### src/rtl/reorder_ctrl.sv
// Write/read control for the two-bank ping-pong reorder buffer behind a 128-point SDF FFT.
// Bit-reversed samples are scattered into one bank while the other bank is read in natural order.
module reorder_ctrl #(
  parameter int LOG_L_FFT = 7,
  parameter int N_REG     = 128,
  parameter int BIT_REV   = 1
) (
  input  logic                   clk,
  input  logic                   nrst,
  input  logic                   in_valid,
  input  logic                   sync_clr,
  output logic [2*N_REG-1:0]     en_reg_out_bus,
  output logic [LOG_L_FFT-1:0]   sel_out,
  output logic                   sel_bank_out,
  output logic                   out_valid,
  output logic                   out_sof,
  output logic                   out_eof,
  output logic                   busy
);

  typedef enum logic {IDLE, READ} state_t;

  localparam logic [LOG_L_FFT-1:0] LAST = LOG_L_FFT'(N_REG - 1);

  state_t                 r_state, w_state_nxt;
  logic [LOG_L_FFT-1:0]   r_wr_cnt, r_rd_cnt, w_rd_cnt_nxt, w_wr_addr;
  logic                   r_wr_bank, r_rd_bank, w_rd_bank_nxt, w_frame_done;
  logic                   r_out_valid, r_out_sof, r_out_eof;

  function automatic logic [LOG_L_FFT-1:0] bitrev(input logic [LOG_L_FFT-1:0] a);
    logic [LOG_L_FFT-1:0] r;
    for (int i = 0; i < LOG_L_FFT; i++) r[i] = a[LOG_L_FFT-1-i];
    return r;
  endfunction

  // A restart with a sample present puts that sample at index 0 of the new frame.
  assign w_frame_done = in_valid && !sync_clr && (r_wr_cnt == LAST);
  assign w_wr_addr    = sync_clr ? '0 : ((BIT_REV != 0) ? bitrev(r_wr_cnt) : r_wr_cnt);

  // Bank0 occupies the upper half of the enable bus, hence the inverted bank bit.
  always_comb begin
    en_reg_out_bus = '0;
    if (in_valid && nrst) en_reg_out_bus[{~r_wr_bank, w_wr_addr}] = 1'b1;
  end

  always_ff @(posedge clk or negedge nrst) begin
    if (!nrst) begin
      r_wr_cnt  <= '0;
      r_wr_bank <= 1'b0;
    end else if (in_valid) begin
      if (sync_clr) begin
        r_wr_cnt <= LOG_L_FFT'(1);
      end else begin
        r_wr_cnt <= r_wr_cnt + LOG_L_FFT'(1);
        if (r_wr_cnt == LAST) r_wr_bank <= ~r_wr_bank;
      end
    end else if (sync_clr) begin
      r_wr_cnt <= '0;
    end
  end

  always_comb begin
    w_state_nxt   = r_state;
    w_rd_cnt_nxt  = r_rd_cnt;
    w_rd_bank_nxt = r_rd_bank;
    case (r_state)
      IDLE: begin
        if (w_frame_done) begin
          w_state_nxt   = READ;
          w_rd_cnt_nxt  = '0;
          w_rd_bank_nxt = r_wr_bank;
        end
      end
      READ: begin
        w_rd_cnt_nxt = r_rd_cnt + LOG_L_FFT'(1);
        if (r_rd_cnt == LAST) begin
          if (w_frame_done) begin
            w_rd_cnt_nxt  = '0;
            w_rd_bank_nxt = r_wr_bank;
          end else begin
            w_state_nxt  = IDLE;
            w_rd_cnt_nxt = r_rd_cnt;
          end
        end
      end
      default: w_state_nxt = IDLE;
    endcase
  end

  always_ff @(posedge clk or negedge nrst) begin
    if (!nrst) begin
      r_state   <= IDLE;
      r_rd_cnt  <= '0;
      r_rd_bank <= 1'b0;
    end else begin
      r_state   <= w_state_nxt;
      r_rd_cnt  <= w_rd_cnt_nxt;
      r_rd_bank <= w_rd_bank_nxt;
    end
  end

  // Flags lag the read select by one cycle to line up with the buffer's registered read data.
  always_ff @(posedge clk or negedge nrst) begin
    if (!nrst) begin
      r_out_valid <= 1'b0;
      r_out_sof   <= 1'b0;
      r_out_eof   <= 1'b0;
    end else begin
      r_out_valid <= (r_state == READ);
      r_out_sof   <= (r_state == READ) && (r_rd_cnt == '0);
      r_out_eof   <= (r_state == READ) && (r_rd_cnt == LAST);
    end
  end

  assign sel_out      = r_rd_cnt;
  assign sel_bank_out = r_rd_bank;
  assign busy         = (r_state == READ);
  assign out_valid    = r_out_valid;
  assign out_sof      = r_out_sof;
  assign out_eof      = r_out_eof;

endmodule

### config.mk
export PLATFORM = sky130hd
export DESIGN_NAME = reorder_ctrl
export DESIGN_NICKNAME = d
export VERILOG_FILES = /design/src/rtl/reorder_ctrl.sv
export SDC_FILE = /design/constraint.sdc
export NUM_CORES = 1
export LEC_CHECK = 0
export ABC_CLOCK_PERIOD_IN_PS = 4800
export CAP_MARGIN = 20
export CELL_PAD_IN_SITES_DETAIL_PLACEMENT = 0
export CELL_PAD_IN_SITES_GLOBAL_PLACEMENT = 1
export CORE_MARGIN = 2
export CORE_UTILIZATION = 18
export CTS_CLUSTER_SIZE = 30
export DETAILED_ROUTE_END_ITERATION = 10
export HOLD_SLACK_MARGIN = 0.05
export PLACE_DENSITY_LB_ADDON = 0.1
export SYNTH_ARGS = -nofsm -noshare
export SYNTH_HDL_FRONTEND = slang
export SYNTH_SLANG_ARGS = --single-unit
### constraint.sdc
create_clock -name clk -period 4.8 [get_ports clk]
set_input_delay 1.44 -clock clk [delete_from_list [all_inputs] [get_ports clk]]
set_output_delay 1.44 -clock clk [all_outputs]
set_load 0.02 [all_outputs]
==> flow_summary.toml <==
[power_and_ir_drop]
swShare_pct = 26.9
pwr-share-seq_pct = 43.0
power.net_switching_mw = 0.114
internal_power_mw = 0.310
clkPwrFrac_pct = 38.9
combPwrFrac_pct = 18.1
p_per_area_nw_per_um2 = 75.7
peakVddDrop_mv = 0.0909
leakagePower_nw = 3.18

[synth]
synthAdderAreaFrac_pct = 1.51
synth_compound_area_share_pct = 4.93
ys_top_cells_by_area = "nor2_1 39%, dfrtp_1 20%, nand3_1 6.4%"
syn_inst = 455
synth-edff-count = 0
yosysWarningCount = 0
synthArstFlopShare_pct = 100
syn_area_um2 = 2490
synth.distinct_cells = 38
synth_mux_area_share_pct = 0.855
syn-num-nets = 462
synth_xor_xnor_area_share_pct = 3.17
synth-seq-area-share_pct = 20.1
synth_top_area_share_pct = 39.4
avgSynthCellArea_um2 = 5.47
yosys.area_share.simple_pct = 61.3
yosys.area.top_type = "nor2_1"
synth_top_family_by_area = "simple AND/OR/NAND/NOR gates"
ys_ff_latch = 20
synth_flop_cell = "dfrtp_1"

[sta]
drv_slew = 0
relSlewSlack_pct = 45.2
fin_crit_ns = 4.70
worst_slew_pin_slew_ns = 0.820
grt_setup_unrepaired = "false"
fmax_mhz = 213
period_share_pct = 97.9
setup_viol = 0
hold_violations = 0
skew_ns = 0.00113

[worst_setup_path]
setup.worst_path.class = "in2out"
r2r_setup_slack_ns = 2.85
cp.required_ns = 3.36
r2r-start = "sel_out[0]$_DFF_PN0_"
cp-start-kind = "input pin"
slowest_delay_ns = 0.45
r2r_end = "sel_bank_out$_DFFE_PN0P_"
end_kind = "output port"
arrival_ns = 3.26
crit_path_top_delay_cell = "clkdlybuf4s50_1"
critical_path.most_common_cell = "buf_4"
startpoint = "sync_clr"
crit_fanout = 13
endpoint = "en_reg_out_bus[229]"
cp_cell_sequence = "clkdlybuf4s50_1, buf_12, nor3b_4, buf_4, nand3_1, buf_4, nor2_1, dlygate4sd2_1"
r2r_cells = 5

[placement]
detailed_place_hpwl_um = 12800
placed_area_um2 = 5790
portBuffers = 271
place.gp.congestion = 0.830

[clocking]
cts_tree = "done"
cts_max_level = 1
ctsHoldBuffers = 0
cts_buffers = 3
cts_sinks = 20
cts_root_buffer = "clkbuf_16"
clkTransAtPathRegs_ns = 0.05
clk_latency_ns = 0.25
cts_buffer_depth = 2

[grt]
antenna_found_initial = 0
first_global_vias = 3918
gr-usage-all-layers_pct = 20.9
grt_max_degree = 26
globalRouteOverflowTotal = 0
grt_pass1_wl_um = 24200

[routing]
drc_errors = 0
drtIter0Drc = 207
first_pass_iters = 6
antenna_left = 0
avgRoutedWirePerCell_um = 17.7
viasPerCell = 4.47
wirelength_um = 16400
dr_total_vias = 4144

[cells_and_area]
drive_above_1_share_pct = 11.1
final_area_um2 = 5600
final-seq-area_um2 = 500
antenna_cells = 0
nNetsFinal = 760
final_common_cell = "nor2_1"
fillers = 1566
syn_to_final_growth_pct = 125
multiInputGateArea_um2 = 1800
layout_common_cells = "261 x nor2_1, 240 x dlygate4sd2_1, 54 x buf_4"
post-route-util_pct = 42.0

[floorplan]
fp.dieW_um = 122
initial_core_util_pct = 18.6
core_um2 = 13300
die_y_um = 122
placementRows = 42
dieArea_um2 = 14800
io_pins = 272

[run_status]
status = "finished, final reports clean"

[min_path]
hold_class = "reg2reg"

[flow_run]
maxCapViolCount = 0
==> layout make-up <==
cell class | count | area share (%)
inverters | 4 | 0.268
clock buffers | 3 | 1.34
multi-input cells | 391 | 32.1
repair buffers | 333 | 53.4
well taps | 176 | 3.93
flip-flops and latches | 20 | 8.94
==> synthesized netlist by cell type (all sizes together) (2+ instances only) <==
cell type / instances
inv: 4
a22o: 5
nor3b: 4
or2: 2
nor2b: 4
a21oi: 2
nand3: 33
nand2b: 3
dfrtp: 20
nor2: 262
xor2: 6
clkbuf: 16
nand2: 31
nand4: 3
and3b: 2
and2: 4
xnor2: 3
o21ai: 6
nor3: 8
ha: 3
buf: 24
==> sequential cells by signal, summed over array words and instances (netlist names) <==
name          count
out_sof           1
out_valid         1
r_wr_bank         1
sel_out           7
r_wr_cnt          7
busy              1
sel_bank_out      1
out_eof           1
==> worst max-delay path, delay by kind of cell <==
family	cells	cell delay [ns]
buffers and inverters	5	1.39
AND/OR/NAND/NOR	3	0.44
==> worst min-delay path by stage <==
stage          slack (ns)                        to                      from  cells past startpoint
6_report             0.52  sel_bank_out$_DFFE_PN0P_  sel_bank_out$_DFFE_PN0P_                      1
3_3_place_gp         0.51  sel_bank_out$_DFFE_PN0P_  sel_bank_out$_DFFE_PN0P_                      1
2_1_floorplan        0.51       out_valid$_DFF_PN0_            busy$_DFF_PN0_                      0
3_5_place_dp         0.51  sel_bank_out$_DFFE_PN0P_  sel_bank_out$_DFFE_PN0P_                      1
4_1_cts              0.53  sel_bank_out$_DFFE_PN0P_  sel_bank_out$_DFFE_PN0P_                      1
5_1_grt              0.56  sel_bank_out$_DFFE_PN0P_  sel_bank_out$_DFFE_PN0P_                      1
==> through the flow <==
step / instances / setup TNS, ns / power [mW] / hold WS (ns) / worst slack (ns)
floorplan: 455 / 0 / 0.222 / 0.511 / 0.611
global placement: 922 / -31.30 / 0.262 / 0.505 / -0.265
detailed placement: 922 / -33.09 / 0.263 / 0.507 / -0.280
CTS: 927 / 0 / 0.431 / 0.534 / 0.0145
global route: 927 / 0 / 0.447 / 0.564 / 0.000657
finish: 927 / 0 / 0.424 / 0.524 / 0.0985
==> logic make-up (layout without fill, tap and decap cells) <==
group           after synthesis  after routing
compound gates               18             18
xor+xnor                      9              9
fa+ha+maj                     3              3
buf+inv                      44            340
flops                        20             20
mux                           2              2
simple gates                359            359
==> power groups by stage <==
stage,clock (mW),combinational (mW),sequential [mW]
after floorplan,0,0.0456,0.177
after global placement,0,0.0778,0.184
after detailed placement,0,0.0780,0.185
after CTS,0.171,0.0779,0.182
after global routing,0.180,0.0846,0.183
final,0.165,0.0768,0.182
==> metal layers <==
layer	wire length [µm]	global-route usage, %
met1	6620	27.5
met5	0	0
met3	1190	2.57
met2	8280	36.7
met4	280	4.53
==> what timing repair did <==
action / 4_1_cts / 5_1_grt
endpoints found under the setup margin: 252 / 19
setup buffers: 2 / 0
gates resized for setup: 256 / 17
pin swaps: 2 / 0
gates cloned: 0 / 0
(Power assumes the default switching activity.)
